### config.mk
export PLATFORM = sky130hd
export DESIGN_NAME = programmable_delay
export DESIGN_NICKNAME = d
export VERILOG_FILES = /design/src/rtl/programmable_delay.sv
export SDC_FILE = /design/constraint.sdc
export NUM_CORES = 1
export LEC_CHECK = 0
export ABC_AREA = 1
export CORE_MARGIN = 2
export CORE_UTILIZATION = 47
export DETAILED_ROUTE_END_ITERATION = 16
export PLACE_DENSITY = 0.63
export SLEW_MARGIN = 10
export SYNTH_ARGS = -nofsm -noshare
export SYNTH_HDL_FRONTEND = slang
export SYNTH_SLANG_ARGS = --single-unit
### constraint.sdc
create_clock -name clk -period 3.52 [get_ports clk]
set_input_delay 0.704 -clock clk [delete_from_list [all_inputs] [get_ports clk]]
set_output_delay 0.704 -clock clk [all_outputs]
set_load 0.005 [all_outputs]
### src/rtl/programmable_delay.sv
// Programmable-depth sample delay line with clock enable, clamped delay
// selection, and a settle counter that holds 'locked' low after a delay change.
module programmable_delay #(
  parameter int unsigned N             = 8,
  parameter int unsigned MAX_DELAY     = 16,
  parameter int unsigned DEFAULT_DELAY = 1,
  localparam int unsigned DW           = $clog2(MAX_DELAY + 1)
) (
  input  logic          clk,
  input  logic          rst_n,
  input  logic          ce,
  input  logic [DW-1:0] delay,
  input  logic [N-1:0]  idata,
  input  logic          ivalid,
  output logic [N-1:0]  odata,
  output logic          ovalid,
  output logic          locked
);

  // Element k holds stage s[k+1]; bit k of v holds its valid flag.
  logic [N-1:0]         s_q [MAX_DELAY];
  logic [N-1:0]         s_d [MAX_DELAY];
  logic [MAX_DELAY-1:0] v_q;
  logic [MAX_DELAY-1:0] v_d;

  logic [DW-1:0] dreg_q;
  logic [DW-1:0] dreg_d;
  logic [DW-1:0] cnt_q;
  logic [DW-1:0] cnt_d;

  logic [DW-1:0] delay_clamped;
  logic          dreg_change;
  logic [N-1:0]  tap_data;
  logic          tap_valid;

  // Clamp the requested delay to the deepest available stage.
  always_comb begin
    delay_clamped = delay;
    if (delay > DW'(MAX_DELAY)) begin
      delay_clamped = DW'(MAX_DELAY);
    end
  end

  assign dreg_change = (delay_clamped != dreg_q);

  // Shift the pipeline one stage on each enabled edge, otherwise hold.
  always_comb begin
    s_d = s_q;
    v_d = v_q;
    if (ce) begin
      s_d[0] = idata;
      v_d[0] = ivalid;
      for (int k = 1; k < int'(MAX_DELAY); k++) begin
        s_d[k] = s_q[k-1];
        v_d[k] = v_q[k-1];
      end
    end
  end

  // Active delay tracks the clamped request; a change restarts the settle
  // count, which otherwise counts enabled edges down to zero.
  always_comb begin
    dreg_d = dreg_q;
    cnt_d  = cnt_q;
    if (dreg_change) begin
      dreg_d = delay_clamped;
      cnt_d  = delay_clamped;
    end else if (ce && (cnt_q != '0)) begin
      cnt_d = cnt_q - DW'(1);
    end
  end

  // Pipeline storage with asynchronous clear.
  always_ff @(posedge clk or negedge rst_n) begin
    if (!rst_n) begin
      for (int k = 0; k < int'(MAX_DELAY); k++) begin
        s_q[k] <= '0;
      end
      v_q <= '0;
    end else begin
      s_q <= s_d;
      v_q <= v_d;
    end
  end

  // Delay selection and settle counter; reset abandons any settle in progress.
  always_ff @(posedge clk or negedge rst_n) begin
    if (!rst_n) begin
      dreg_q <= DW'(DEFAULT_DELAY);
      cnt_q  <= '0;
    end else begin
      dreg_q <= dreg_d;
      cnt_q  <= cnt_d;
    end
  end

  // Output tap: zero delay is a combinational bypass of the pipeline.
  always_comb begin
    tap_data  = idata;
    tap_valid = ivalid;
    if (dreg_q != '0) begin
      tap_data  = '0;
      tap_valid = 1'b0;
      for (int k = 0; k < int'(MAX_DELAY); k++) begin
        if (dreg_q == DW'(k + 1)) begin
          tap_data  = s_q[k];
          tap_valid = v_q[k];
        end
      end
    end
  end

  assign locked = (cnt_q == '0);
  assign odata  = tap_data;
  assign ovalid = tap_valid & locked;

endmodule

==> impl_metrics.toml, run 1 <==
[logic_synthesis]
yosysMostFrequentCell = "nand2_1"
syn_inst = 932
synth_area_leaders = "dfrtp_1 (52%), nand2_1 (20%), o21ai_0 (7.2%), inv_1 (4.2%), nand4_1 (1.8%)"
netlist_top_cells_count = "nand2_1 (396), dfrtp_1 (153), o21ai_0 (107)"
synth_edf_count = 0
synth_cell_types = 37
synth-seq-area-share = 0.522
ys_async_sr_fraction = 1.00
synth-seq-cells = 154
synth_area_mm2 = 0.00739
synth-main-ff-cell = "dfrtp_1"
synth.largest_area_cell = "dfrtp_1"
synth_top_area_share = 0.518
yosys_warnings = 0
avgSynthCellArea_um2 = 7.93
synth_fp_nets = 951

[detailed_routing]
drt-pass1-iter-count = 5
routed_wl_um = 18300
wl_met1_um = 9030
highest-signal-layer = "met4"
drc = 0
avgViaCountPerCell = 5.03
drt_iter0_drc = 581
wl_met3_um = 755
wl_met2_um = 8170
postRouteAntennaNets = 0
routedWlPerCell_um = 15.4
num_vias = 5985

[global_routing]
first_global_vias = 5830
grt_overflow = 0
antenna_found_initial = 0
track_usage = 0.238
grt_pass1_wl_um = 30600
grt_max_degree = 157

[worst_setup_path]
reg2reg_depth = 8
path_max_fanout = 5
r2r-end = "cnt_q[2]"
crit_slowest_cell = "dfstp_2"
start_kind = "register"
worstPathArrival_ns = 2.73
cp-startpoint = "dreg_q[0]"
critPathRequiredTime_ns = 2.82
r2r-start = "dreg_q[0]"
path_cells = "clkinvlp_4, nor2_2, nand4_1, nand3_1, nor2_1, nand4_1, nand2_1, nand3_1, nand2_1, nand4_1, nor2_1, nor2_1, clkdlybuf4s50_1"
cp_num_buf_inv = 2
cp-endpoint = "ovalid"
path_depth = 13
crit_type = "register to output pin"
max_stage_delay_ns = 0.63
rrSetupSlack_ns = 1.50
cp_top_family = "simple AND/OR/NAND/NOR gates"
end_kind = "output pin"

[sta]
worst_pin_slew_ns = 0.902
finalHoldViolations = 0
rsz0062_at_grt = "true"
finalClockSkew_ns = 0.00892
maxSlewViolCount = 0
maxSlewHeadroom = 0.398
holdWs_ns = 0.264
timing.fmax_mhz = 291
period_needed_ns = 3.44
period_share = 0.977
setup_viol = 0

[floorplanning]
io_pins = 27
initial_core_util = 0.484
die_y_um = 129
dieArea_mm2 = 0.0167
core_mm2 = 0.0153
die_w_um = 129
rows = 45

[clocking]
cts_buffers = 17
cts_tree = "done"
insertion_delay_ns = 0.43
root_buffer = "clkbuf_16"
clkTransAtPathRegs_ns = 0.07
clock_path_buffers = 2
clock-sinks = 154
h-tree-depth = 4

[min_path]
hp-class = "input pin to asynchronous set/reset pin"

[layout]
nNetsFinal = 986
drive_gt1_frac = 0.113
fill_cells = 1416
regArea_mm2 = 0.00386
diodes = 0
multi_input_area_mm2 = 0.00300
synthToLayoutAreaGrowth_pct = 17.7
fin_area_mm2 = 0.00870

[placed_design]
io_buffer_count = 26
place.gp.congestion = 0.840
placed_cell_area_mm2 = 0.00788
dp_hpwl_um = 12200

[power]
p_int_mw = 3.47
peakVddDrop_uv = 348
pwr-share-comb = 0.121
power.switching_mw = 1.33
swShare = 0.277
clkPwrFrac = 0.418
p_seq_frac = 0.461
power_density_mw_per_mm2 = 551
cellLeakagePower_nw = 4.27

[run_status]
status = "finished, final reports clean"

[job]
maxCapViolations = 0
[per-stage QoR]
stage               utilization  worst slack, ns  total power, mW  TNS (ns)  instances
finish                    0.570           0.0822             4.80         0       1191
global route              0.570          -0.0855             5.02    -0.142       1191
CTS                       0.561           0.0507             4.81         0       1181
detailed placement        0.516            0.467             2.81         0       1147
global placement          0.516            0.486             2.80         0       1147
floorplan                     -             1.28             2.55         0        932
[logic make-up (layout without fill, tap and decap cells)]
family | count (synthesis) | in the layout | share of synthesized area
AND/OR/NAND/NOR | 494 | 494 | 0.286
buffers and inverters | 133 | 181 | 0.0747
XOR/XNOR | 2 | 2 | 0.00237
adder cells (fa/ha/maj) | 2 | 2 | 0.00339
AO/OA/AOI/OAI | 147 | 147 | 0.111
flip-flops | 154 | 154 | 0.522
[sequential cells by signal, indices dropped and copies added, names as in the netlist]
register and count:
s_q 128, cnt_q 5, dreg_q 5, v_q 16
[per-layer routing]
metal	vias to the layer above	track usage
met4	0	0.0831
met1	2825	0.348
li1	3000	-
met3	22	0.0471
met2	138	0.355
met5	-	0
[cell type report]
cell class	instances	share of cell area
clock buffer	19	0.0521
sequential	154	0.443
multi-input combinational	645	0.345
tap	211	0.0303
timing repair buffer	54	0.0621
inverter	95	0.0454
clock inverter	13	0.0221
[cell usage in the layout (no fill, tap or decap), drive strengths merged]
cell type and n:
nand3 22, clkinvlp 3, o311ai 1, nand2 404
o21a 1, clkdlybuf4s50 17, dlymetal6s2s 7, a21oi 18
o211ai 8, ha 2, nor3 2, buf 30
clkinv 7, dfstp 1, dfrtp 153, nor2 44
xor2 2, a22o 8, o22ai 1, nand4 22
clkbuf 19, o21ai 110, bufinv 5, inv 93
[repair_timing]
| item | in CTS | in global routing |
|---|---|---|
| pin swaps | 1 | 5 |
| setup endpoints to repair | 2 | 9 |
| hold buffers | 0 | 0 |
| hold endpoints to repair | 0 | 0 |
| setup buffers | 2 | 10 |
| resized for setup | 1 | 17 |
[how the worst min path moves through the flow]
| stage | slack [ns] | to | cells after the start | from |
|---|---|---|---|---|
| after floorplan | 0.41 | cnt_q[0] | 0 | rst_n |
| after global placement | 0.46 | s_q[3] | 2 | s_q[3] |
| after detailed placement | 0.46 | s_q[4] | 2 | s_q[4] |
| after CTS | 0.29 | s_q[56] | 1 | rst_n |
| after global routing | 0.31 | s_q[56] | 1 | rst_n |
| final | 0.26 | s_q[56] | 1 | rst_n |
[power by group through the flow]
| stage | logic (mW) | clock network, mW | registers [mW] |
|---|---|---|---|
| after floorplan | 0.383 | 0 | 2.17 |
| after CTS | 0.580 | 2.02 | 2.21 |
| final | 0.580 | 2.01 | 2.21 |
| after global placement | 0.564 | 0 | 2.23 |
| after detailed placement | 0.576 | 0 | 2.23 |
| after global routing | 0.677 | 2.10 | 2.24 |
Note: power is estimated with default switching activity, not from simulation.
==> run 2, diff against run 1 <==
Settings changed: CTS_CLUSTER_SIZE from default to 8.
Clock period 3.52 ns to 3.4 ns, I/O delays scaled along.
==> impl_metrics.toml, run 2 (synthesized netlist as in run 1, its figures left out) <==
[floorplanning]
die_w_um = 129
dieArea_mm2 = 0.0167
die_y_um = 129
io_pins = 27
core_mm2 = 0.0153
initial_core_util = 0.484
rows = 45

[sta]
maxSlewViolCount = 0
period_share = 1.00
holdWs_ns = 0.209
maxSlewHeadroom = 0.453
timing.fmax_mhz = 294
tns_ns = 0
rsz0062_at_grt = "true"
period_needed_ns = 3.40
finalClockSkew_ns = 0.0105
worst_pin_slew_ns = 0.821
setup_viol = 0
finalHoldViolations = 0

[global_routing]
use_met3 = 0.0462
first_global_vias = 5625
met1_usage = 0.364
grt_overflow = 0
grt_pass1_wl_um = 30500
grt_util_met2 = 0.345
antenna_found_initial = 0
track_usage = 0.239
grt_most_used_layer = "met1"
grt_max_degree = 88

[layout]
nNetsFinal = 987
synthToLayoutAreaGrowth_pct = 17.0
final_util = 0.567
fill_cells = 1430
layout_common_cells = "nand2_1 (396), dfrtp_1 (150), o21ai_0 (107)"
largest_reg_flops = 128
top_register = "s_q"
final_common_cell = "nand2_1"
largestRegisters = "s_q (128), v_q (16)"
drive_gt1_frac = 0.113
diodes = 0

[worst_setup_path]
cp_top_family = "simple AND/OR/NAND/NOR gates"
reg2reg_depth = 7
crit_slowest_cell = "dfstp_2"
worstPathArrival_ns = 2.72
critPathRequiredTime_ns = 2.72
max_stage_delay_ns = 0.57
r2r-start = "dreg_q[0]"
crit_type = "register to output pin"
cp-startpoint = "dreg_q[0]"
rrSetupSlack_ns = 1.56
cp_common_cell = "nand2_1"
path_cells = "inv_1, nand2_8, nor2_4, nand2_1, nand2_1, nand2_1, nand4_1, nand2_1, nand3_1, nand2_1, nand4_1, nor2_1, nand3_1, clkdlybuf4s50_1"
r2r-end = "cnt_q[2]"
path_max_fanout = 5
start_kind = "register"
cp_num_buf_inv = 2
end_kind = "output pin"

[placed_design]
io_buffer_count = 26
place.gp.congestion = 0.845
dp_hpwl_um = 12400

[job]
maxCapViolations = 0

[clocking]
holdBufCountCts = 0
clock-sinks = 154
h-tree-depth = 4
insertion_delay_ns = 0.43
clkTransAtPathRegs_ns = 0.06
cts_tree = "done"
clock_path_buffers = 2
root_buffer = "clkbuf_16"
cts_buffers = 17

[power]
cellLeakagePower_nw = 4.18
power.switching_mw = 1.35
pwr-share-comb = 0.129
swShare = 0.283
peakVddDrop_uv = 352
clkPwrFrac = 0.392
p_seq_frac = 0.479
power_density_mw_per_mm2 = 552
p_int_mw = 3.42

[run_status]
status = "finished, final reports clean"

[min_path]
hp-class = "input pin to asynchronous set/reset pin"

[detailed_routing]
num_vias = 6012
drt_iter0_drc = 522
drt-pass1-iter-count = 5
drc = 0
routed_wl_um = 18500
avgViaCountPerCell = 5.04
routedWlPerCell_um = 15.5
postRouteAntennaNets = 0
## run 2: cell types whose count changed in the layout (fill, tap and decap cells not counted), sizes merged
cell           previous run  this run
clkdlybuf4s50            17        21
dlymetal6s2s              7         3
bufinv                    5         3
clkbuf                   19        21
nor2                     44        45
## run 2: worst max path at each step
| stage | end | cells past startpoint |
|---|---|---|
| CTS | odata[5] | 14 |
| finish | odata[5] | 14 |
| global route | odata[4] | 14 |
| floorplan | odata[6] | 13 |
| detailed placement | odata[5] | 13 |
| global placement | odata[5] | 14 |
## run 2: through the flow
step | power (mW) | setup WS, ns | instances | cell area (um2)
final | 4.77 | 0.000684 | 1192 | 8650
after detailed placement | 2.91 | 0.269 | 1147 | 7890
after global placement | 2.90 | 0.290 | 1147 | 7890
after CTS | 4.79 | 0.000799 | 1189 | 8600
after global routing | 5.00 | -0.197 | 1192 | 8650
after floorplan | 2.65 | 1.18 | 932 | 7390
## run 2: layout make-up
type | count | area, um2 | share of cell area
sequential | 154 | 3860 | 0.446
multi-input combinational | 646 | 3020 | 0.349
inverter | 95 | 389 | 0.0450
timing repair buffer | 54 | 543 | 0.0628
clock inverter | 11 | 124 | 0.0143
tap | 211 | 264 | 0.0305
clock buffer | 21 | 450 | 0.0521
## run 2: what timing repair did
item	4_1_cts	5_1_grt
endpoints found under the setup margin	9	9
pin swaps	3	3
setup buffers	10	2
gates resized for setup	7	10
endpoints found under the hold margin	0	0
gates cloned	0	1
## run 2: per-layer routing
metal	wire [um]	vias up
li1	-	3002
met2	8060	146
met4	364	0
met1	9230	2840
met3	835	24
met5	0	-
## run 2: power groups by stage
stage / sequential [mW] / combinational [mW] / clock, mW
after floorplan: 2.25 / 0.396 / 0
after global placement: 2.31 / 0.588 / 0
after detailed placement: 2.31 / 0.602 / 0
after CTS: 2.28 / 0.620 / 1.89
after global routing: 2.32 / 0.715 / 1.97
final: 2.29 / 0.615 / 1.87
